## src/rtl/updown_sweep_ctrl.sv

```systemverilog
// Triangle-sweep sequencer for a free-running up/down counter.
// Only the counter's direction (ctrl) is driven. Every decision is taken on
// the value the counter will hold next cycle, so turnarounds land exactly on
// lo/hi with no overshoot. When no run is active, ctrl toggles every cycle and
// the counter stays parked on two adjacent values.
//
//  state | meaning
//  IDLE  | parked, ctrl toggles each cycle; accepts start
//  SEEK  | walking the counter toward lo
//  UP    | rising leg of a round trip, heading for hi
//  DN    | falling leg of a round trip, heading back to lo
module updown_sweep_ctrl #(
    parameter int WIDTH = 32,
    parameter int NW    = 8
) (
    input  logic             clk,
    input  logic             rst_n,
    input  logic             start,
    input  logic             stop,
    input  logic [WIDTH-1:0] lo,
    input  logic [WIDTH-1:0] hi,
    input  logic [NW-1:0]    n_sweeps,
    input  logic [WIDTH-1:0] cnt,
    output logic             ctrl,
    output logic             busy,
    output logic             done,
    output logic             err,
    output logic [NW-1:0]    sweep_idx
);

    typedef enum logic [1:0] {
        IDLE = 2'd0,
        SEEK = 2'd1,
        UP   = 2'd2,
        DN   = 2'd3
    } state_t;

    localparam logic [WIDTH-1:0] ONE = {{(WIDTH-1){1'b0}}, 1'b1};

    state_t            state, state_nx;
    logic [WIDTH-1:0]  lo_q, hi_q, lo_nx, hi_nx;
    logic [NW-1:0]     n_q, n_nx;
    logic [NW-1:0]     idx_nx, idx_inc;
    logic [WIDTH-1:0]  nxt;
    logic              ctrl_nx, busy_nx, done_nx, err_nx;
    logic              bad_cfg;

    // Value the counter takes at the coming edge; all steering is based on it.
    assign nxt     = ctrl ? (cnt + ONE) : (cnt - ONE);
    assign idx_inc = sweep_idx + {{(NW-1){1'b0}}, 1'b1};
    assign bad_cfg = (hi <= lo) || (n_sweeps == '0);

    // Next-state, next-direction and pulse generation.
    always_comb begin
        state_nx = state;
        lo_nx    = lo_q;
        hi_nx    = hi_q;
        n_nx     = n_q;
        idx_nx   = sweep_idx;
        ctrl_nx  = ctrl;
        done_nx  = 1'b0;
        err_nx   = 1'b0;

        case (state)
            IDLE: begin
                ctrl_nx = ~ctrl;
                if (start && !stop) begin
                    if (bad_cfg) begin
                        err_nx = 1'b1;
                    end else begin
                        lo_nx  = lo;
                        hi_nx  = hi;
                        n_nx   = n_sweeps;
                        idx_nx = '0;
                        // Steer toward the freshly presented lo on this same edge.
                        if (nxt < lo) begin
                            ctrl_nx  = 1'b1;
                            state_nx = SEEK;
                        end else if (nxt > lo) begin
                            ctrl_nx  = 1'b0;
                            state_nx = SEEK;
                        end else begin
                            ctrl_nx  = 1'b1;
                            state_nx = UP;
                        end
                    end
                end
            end
            SEEK: begin
                if (nxt < lo_q) begin
                    ctrl_nx = 1'b1;
                end else if (nxt > lo_q) begin
                    ctrl_nx = 1'b0;
                end else begin
                    ctrl_nx  = 1'b1;
                    state_nx = UP;
                end
            end
            UP: begin
                if (nxt == hi_q) begin
                    ctrl_nx  = 1'b0;
                    state_nx = DN;
                end else begin
                    ctrl_nx = 1'b1;
                end
            end
            DN: begin
                if (nxt == lo_q) begin
                    ctrl_nx = 1'b1;
                    idx_nx  = idx_inc;
                    if (idx_inc == n_q) begin
                        state_nx = IDLE;
                        done_nx  = 1'b1;
                    end else begin
                        state_nx = UP;
                    end
                end else begin
                    ctrl_nx = 1'b0;
                end
            end
            default: begin
                state_nx = IDLE;
            end
        endcase

        // Abort: park immediately, keep the round-trip count reached so far.
        if ((state != IDLE) && stop) begin
            state_nx = IDLE;
            ctrl_nx  = ~ctrl;
            idx_nx   = sweep_idx;
            done_nx  = 1'b0;
        end

        busy_nx = (state_nx != IDLE);
    end

    // State, configuration and registered outputs.
    always_ff @(posedge clk or negedge rst_n) begin
        if (!rst_n) begin
            state     <= IDLE;
            lo_q      <= '0;
            hi_q      <= '0;
            n_q       <= '0;
            ctrl      <= 1'b1;
            busy      <= 1'b0;
            done      <= 1'b0;
            err       <= 1'b0;
            sweep_idx <= '0;
        end else begin
            state     <= state_nx;
            lo_q      <= lo_nx;
            hi_q      <= hi_nx;
            n_q       <= n_nx;
            ctrl      <= ctrl_nx;
            busy      <= busy_nx;
            done      <= done_nx;
            err       <= err_nx;
            sweep_idx <= idx_nx;
        end
    end

endmodule
```

## config.mk

```make
export PLATFORM = sky130hd
export DESIGN_NAME = updown_sweep_ctrl
export DESIGN_NICKNAME = d
export VERILOG_FILES = /design/src/rtl/updown_sweep_ctrl.sv
export SDC_FILE = /design/constraint.sdc
export NUM_CORES = 1
export LEC_CHECK = 0
export ABC_AREA = 1
export BUFFER_PORTS_ARGS = -buffer_cell sky130_fd_sc_hd__buf_2
export CORE_ASPECT_RATIO = 0.9
export CORE_UTILIZATION = 60
export CTS_CLUSTER_DIAMETER = 200
export DETAILED_ROUTE_END_ITERATION = 10
export HOLD_SLACK_MARGIN = 0.06
export PLACE_DENSITY_LB_ADDON = 0.1
export SETUP_SLACK_MARGIN = 0.15
export SLEW_MARGIN = 0
export SYNTH_ARGS = -nofsm -noshare
export SYNTH_HDL_FRONTEND = slang
export SYNTH_SLANG_ARGS = --single-unit
```

## constraint.sdc

```tcl
create_clock -name clk -period 6 [get_ports clk]
set_clock_uncertainty 0.2 [all_clocks]
set_input_delay 0.9 -clock clk [delete_from_list [all_inputs] [get_ports clk]]
set_output_delay 0.9 -clock clk [all_outputs]
set_load 0.01 [all_outputs]
```

### After elaboration in Yosys (flattened, before gate mapping)

Cells that the tools add are included.
Widths: inputs -> output; s select.

* memories kept: 0
* bits in read-only memories: 0
* register bits after elaboration: 86
* output and inout port bits: 12
* latch bits: 0
* memory bits (writable): 0
* input port bits: 108

* reduce and logical (&&, ||, !) cells: 11
* div/mod/pow operators: 0
* multipliers: 0
* shift-type cells: 0
* $add $sub $neg: 3
* equality and inequality tests: 9
* multiplexer cells: 33
* bitwise operators: 3
* $lt $le $gt $ge: 5

Operators by type and width (number)
* $eq 32x32->1: 2
* $gt 32x32->1: 2
* $lt 32x32->1: 2
* $add 32x1->32 const B: 1
* $le 32x32->1: 1
* $mux 32: 1
* $sub 32x1->32 const B: 1
* $mux 8: 3
* $mux 2: 10
* $mux 1: 16
* $pmux 8 s2: 1
* $add 8x1->8 const B: 1
* $eq 8x8->1: 1
* $logic_not 8->1: 1
* $pmux 2 s4: 1
* $ne 2x2->1 const B: 3
* $reduce_bool 2->1: 3
* $reduce_and 5->1: 1
* $eq 2x2->1 const B: 2
* $pmux 1 s4: 1
* $not 1->1: 3
* $reduce_and 3->1: 1
* $eq 2x1->1 const B: 1
* $logic_and 1x1->1: 2
* other kinds (3): 3

### Longest topological paths before layout

* word-level depth: 10
* mapped depth: 29

### Worst setup path after synthesis

Ideal clock, no wire load.

* path type: flip-flop to flip-flop
* start point: register ctrl
* end point: register busy
* clock period less this slack: 4.311 ns
* setup slack: 1.689 ns
* arrival: 3.993 ns
* stages on the path, launching flop included: 28
* library setup time: 0.118 ns
* buffers on the path: 1
* required time: 5.682 ns
* path through: dfstp_2 > inv_1 > ha_1 > buf_4 > nand2_1 > inv_1 > nand2_1 > nand2_1 > a21oi_1 > nand2_2 > nand2_2 > nand2_2 > nand2_2 > nand2_1 > ha_1 > nand2_1 > nor2_1 > nand4_1 > nor3_1 > nand4_1 > nor2_1 > nand3_1 > nor2_1 > nand3_1 > a21oi_1 > nand3_1 > nand3_1 > nand2_1

* longest elaborated chain between the ends: 9

Ends and longest elaborated chain
* start: declaration: line 24 `output logic ctrl,`
* start signal: assignment: line 154 `ctrl <= ctrl_nx;`
* $mux 32 *: line 49 `assign nxt = ctrl ? (cnt + ONE) : (cnt - ONE);`
* $gt 32x32->1: line 79 `end else if (nxt > lo) begin`
* $mux 2: line 79
* $mux 2: line 76 `if (nxt < lo) begin`
* $mux 2: line 68 `if (bad_cfg) begin`
* $mux 2: line 67 `if (start && !stop) begin`
* $pmux 2 s4 *: line 64 `case (state)`
* $mux 2 *: line 127 `if ((state != IDLE) && stop) begin`
* $reduce_bool 2->1 *: line 134 `busy_nx = (state_nx != IDLE);`
* named net busy_nx: line 45 `logic ctrl_nx, busy_nx, done_nx, err_nx;`
* end signal: assignment: line 155 `busy <= busy_nx;`
* end: declaration: line 25 `output logic busy,`

Mark *: on every way through the listed nets, which the timed path passes. The rest lies on a longest branch.
A chain may end at the register's enable or synchronous reset.

### Worst setup path after layout

Ends and elaborated chain as after synthesis.

==> report_table.html <==
<table>
<tr><th>Metric</th><th>Value</th></tr>
<tr><th colspan="2">Outcome</th></tr>
<tr><td>Result of the run</td><td>finished, final reports clean</td></tr>
<tr><th colspan="2">Job</th></tr>
<tr><td>Max-cap violations</td><td>0</td></tr>
<tr><th colspan="2">Global routing</th></tr>
<tr><td>Initial antenna violation count</td><td>0</td></tr>
<tr><td>Vias in the first global route</td><td>8688</td></tr>
<tr><td>Remaining Overflow, GRT</td><td>0</td></tr>
<tr><td>Gr usage total</td><td>33.1%</td></tr>
<tr><td>Largest net degree at the start of global routing</td><td>94</td></tr>
<tr><td>Global-route wire length before repair</td><td>roughly 42000 um</td></tr>
<tr><th colspan="2">Finish</th></tr>
<tr><td>Share of final-layout standard cells stronger than drive strength 1</td><td>13.0%</td></tr>
<tr><td>Final instance count without filler cells</td><td>1745</td></tr>
<tr><td>Area of all placed cells without fillers</td><td>10600 sq um</td></tr>
<tr><td>Antenna Diode Count</td><td>0</td></tr>
<tr><td>Area growth syn-to-layout</td><td>11.8%</td></tr>
<tr><td>Fill cell count</td><td>1398</td></tr>
<tr><td>Total Nets Final</td><td>1778</td></tr>
<tr><th colspan="2">STA</th></tr>
<tr><td>Minimum clock period</td><td>5.38 ns</td></tr>
<tr><td>Number of hold violations in the final report</td><td>0</td></tr>
<tr><td>Highest clock frequency the design can meet</td><td>186 MHz</td></tr>
<tr><td>Setup TNS Final</td><td>0 ns</td></tr>
<tr><td>Final setup violation count</td><td>0</td></tr>
<tr><td>Worst slew margin</td><td>33.1%</td></tr>
<tr><td>Actual transition at the worst max-transition pin</td><td>1.00 ns</td></tr>
<tr><td>Unrepaired setup endpoints after global routing</td><td>no</td></tr>
<tr><td>Number of max-slew violations in the final report</td><td>0</td></tr>
<tr><td>Tcrit/Tclk final</td><td>between 80% and 90%</td></tr>
<tr><th colspan="2">Clock tree</th></tr>
<tr><td>Buffer cell driving the clock tree root</td><td>clkbuf_16</td></tr>
<tr><td>Inserted Clock Buffers</td><td>9</td></tr>
<tr><td>Depth of the CTS H-tree</td><td>3</td></tr>
<tr><td>Deepest clock path buffer count</td><td>2</td></tr>
<tr><td>Hold Buf Count CTS</td><td>0</td></tr>
<tr><td>CTS tree</td><td>built</td></tr>
<tr><td>CTS clk-pin slew, worst paths</td><td>0.07 ns</td></tr>
<tr><td>Clock latency of the later-clocked register in the worst-skew pair</td><td>0.35 ns</td></tr>
<tr><td>Sink Count</td><td>86</td></tr>
<tr><th colspan="2">Floorplanning</th></tr>
<tr><td>Area of the core</td><td>15400 sq um</td></tr>
<tr><td>Cell Rows</td><td>43</td></tr>
<tr><td>Die Footprint</td><td>16300 sq um</td></tr>
<tr><td>Effective utilization at floorplan</td><td>61.3%</td></tr>
<tr><td>Top Ports</td><td>120</td></tr>
<tr><td>Die Span X</td><td>between 100 and 150 um</td></tr>
<tr><td>Height of the chip</td><td>121 um</td></tr>
<tr><th colspan="2">Yosys</th></tr>
<tr><td>Most area-hungry cell type in the Yosys netlist</td><td>dfrtp_1</td></tr>
<tr><td>Share of synthesized registers carrying an async set or reset</td><td>100%</td></tr>
<tr><td>Leading cell type by number of instances after synthesis</td><td>nand2_1</td></tr>
<tr><td>Net Count, Synth</td><td>1659</td></tr>
<tr><td>Synth warnings</td><td>0</td></tr>
<tr><td>Synthesized area per cell</td><td>6.67 sq um</td></tr>
<tr><td>Area of the mapped netlist</td><td>9470 sq um</td></tr>
<tr><td>Cell types with the largest area share after synthesis</td><td>dfrtp_1 (22%), ha_1 (17%), nand2_1 (17%)</td></tr>
<tr><td>Top FF cell, synth</td><td>dfrtp_1</td></tr>
<tr><td>Count of flip-flops with a built-in enable after synthesis</td><td>0</td></tr>
<tr><td>Count of different cell masters after synthesis</td><td>52</td></tr>
<tr><td>Number of storage elements in the synthesis netlist</td><td>86</td></tr>
<tr><td>Post-synth top area share</td><td>between 20% and 30%</td></tr>
<tr><td>List of most frequent post-synthesis cells</td><td>nand2_1 (420), inv_1 (257), ha_1 (131)</td></tr>
<tr><td>Synthesized instance count</td><td>approximately 1400</td></tr>
<tr><td>Sequential element share of the synthesized area</td><td>22.7%</td></tr>
<tr><th colspan="2">Setup path</th></tr>
<tr><td>Maximum fanout along the worst path</td><td>15</td></tr>
<tr><td>Required @ worst endpoint</td><td>6.03 ns</td></tr>
<tr><td>Cells along the critical path</td><td>clkinvlp_4 &gt; ha_1 &gt; nand2_1 &gt; nor2_1 &gt; nand2_1 &gt; inv_1 &gt; nand3_1 &gt; nand4_1 &gt; nand2_1 &gt; ha_1 &gt; nand3_1 &gt; nor3_1 &gt; nand4_1 &gt; nor2_1 &gt; nand3_1 &gt; nor2_1 &gt; nand3_1 &gt; a21oi_1 &gt; nand3_1 &gt; nand3_1 &gt; nand2_1</td></tr>
<tr><td>Setup crit start kind</td><td>flop</td></tr>
<tr><td>Most repeated library cell on the critical path</td><td>nand3_1</td></tr>
<tr><td>CP peak stage delay</td><td>0.68 ns</td></tr>
<tr><td>Reg2reg path depth</td><td>21</td></tr>
<tr><td>Cell with the largest stage delay on the worst path</td><td>dfstp_2</td></tr>
<tr><td>Critical Path Sink Type</td><td>flop</td></tr>
<tr><td>Worst Setup Path Type</td><td>reg2reg</td></tr>
<tr><td>Worst endpoint data arrival time</td><td>5.41 ns</td></tr>
<tr><th colspan="2">Drt</th></tr>
<tr><td>Number of vias after detailed routing</td><td>9375</td></tr>
<tr><td>Final antenna-violating net count</td><td>0</td></tr>
<tr><td>Remaining DRCs</td><td>0</td></tr>
<tr><td>Average routed wire per standard cell</td><td>15.2 um</td></tr>
<tr><td>Number of iterations in the first detailed-routing pass</td><td>5</td></tr>
<tr><td>Vias per std cell</td><td>5.37</td></tr>
<tr><td>WL final</td><td>between 20000 and 30000 um</td></tr>
<tr><td>Initial DRC Count</td><td>722</td></tr>
<tr><th colspan="2">Placed design</th></tr>
<tr><td>Number of cells after detailed placement</td><td>1727</td></tr>
<tr><td>Dpl cell area</td><td>10300 sq um</td></tr>
<tr><td>DPL Wire Length</td><td>21700 um</td></tr>
<tr><td>PortBufs</td><td>between 100 and 150</td></tr>
<tr><td>Routability Congestion</td><td>1.02</td></tr>
<tr><th colspan="2">Power</th></tr>
<tr><td>Cell area power density</td><td>558 nW/um^2</td></tr>
<tr><td>Peak supply drop</td><td>0.331 mV</td></tr>
<tr><td>Leakage power summed over all cells</td><td>0.00622 uW</td></tr>
<tr><th colspan="2">Min path</th></tr>
<tr><td>Path type of the worst min-delay path</td><td>in2async</td></tr>
</table>
layout by cell type, fill, tap and decap left out, types with 4 or more instances in the layout:
master	Yosys	routed
a21oi_1	91	91
buf_2	5	118
buf_4	4	5
clkbuf_16	0	9
dfrtp_1	85	85
ha_1	131	131
inv_1	257	256
inv_2	4	4
mux2_1	9	9
mux2_2	10	10
nand2_1	420	420
nand2_2	17	17
nand3_1	90	90
nand3_2	4	4
nand3b_1	4	4
nand4_1	22	22
nor2_1	107	107
nor3_1	8	8
nor4_1	8	8
o21ai_0	50	50
o31ai_1	6	6
xnor2_1	7	7
xnor3_1	8	8
xor2_1	22	22
through the flow:
step / utilization [%] / setup WS [ns] / hold slack [ns] / power [uW]
4_1_cts: 68.4 / 0.546 / 0.192 / 5820
2_1_floorplan: - / 1.69 / 0.253 / 4160
3_3_place_gp: 66.4 / 0.651 / 0.268 / 5100
3_5_place_dp: 66.4 / 0.630 / 0.273 / 5190
6_report: 68.6 / 0.620 / 0.193 / 5900
5_1_grt: 68.6 / 0.229 / 0.190 / 6540
area by class of cell:
| class | count | area (sq um) | area share, % |
|---|---|---|---|
| timing repair inverter | 1 | 7.51 | 0.0709 |
| clock buffer | 9 | 225 | 2.13 |
| sequential | 86 | 2150 | 20.3 |
| tap | 202 | 253 | 2.39 |
| multi-input combinational | 1054 | 6230 | 58.9 |
| clock inverter | 7 | 80.1 | 0.756 |
| inverter | 262 | 987 | 9.32 |
| timing repair buffer | 124 | 648 | 6.12 |
layer usage:
metal	vias to the layer above	track usage (%)	share of wire, %
li1	4789	-	-
met1	4206	43.6	45
met2	323	54.2	45
met3	57	5.76	7.0
met4	0	12.5	3.4
met5	-	0	0
where the power goes:
group          switching [uW]  total, uW  internal (uW)
Clock                     258        587            330
Sequential                171       1000            829
Combinational            2710       4320           1610
registers in the layout (all words and copies together), names as in the netlist:
register,flops
busy,1
ctrl,1
done,1
err,1
hi_q,32
lo_q,32
n_q,8
state,2
sweep_idx,8
worst paths after layout:
kind,from,to,slack (ns)
setup / recovery,ctrl,busy,0.62
hold / removal,rst_n,hi_q[20],0.19
setup reg to reg,ctrl,busy,0.62
hold reg to reg,lo_q[19],lo_q[19],0.28
max in group asynchronous,rst_n,lo_q[1],4.21
min in group clk,lo_q[19],lo_q[19],0.28
what timing repair did:
item,in CTS,in global routing
buffers inserted,0,1
gates resized for setup,0,2
endpoints found under the setup margin,0,2
endpoints found under the hold margin,0,0
critical path: cells and delay by family (launching register included):
family          cells  cell delay [ns]
fa+ha+maj           2             0.96
buf+inv             2             0.52
simple gates       16             2.75
compound gates      1             0.15
flops               1             0.68
cells by family after synthesis:
| family | share of synthesized area [%] |
|---|---|
| muxes | 2.26 |
| xor gates and xnor gates | 4.84 |
| and+or+nand+nor | 31.8 |
| AOI/OAI and AO/OA | 9.41 |
| DFF | 22.7 |
| adders and majority gates | 17.5 |
| buffers and inverters | 11.4 |
No activity file was read; power rests on OpenSTA's default activity.
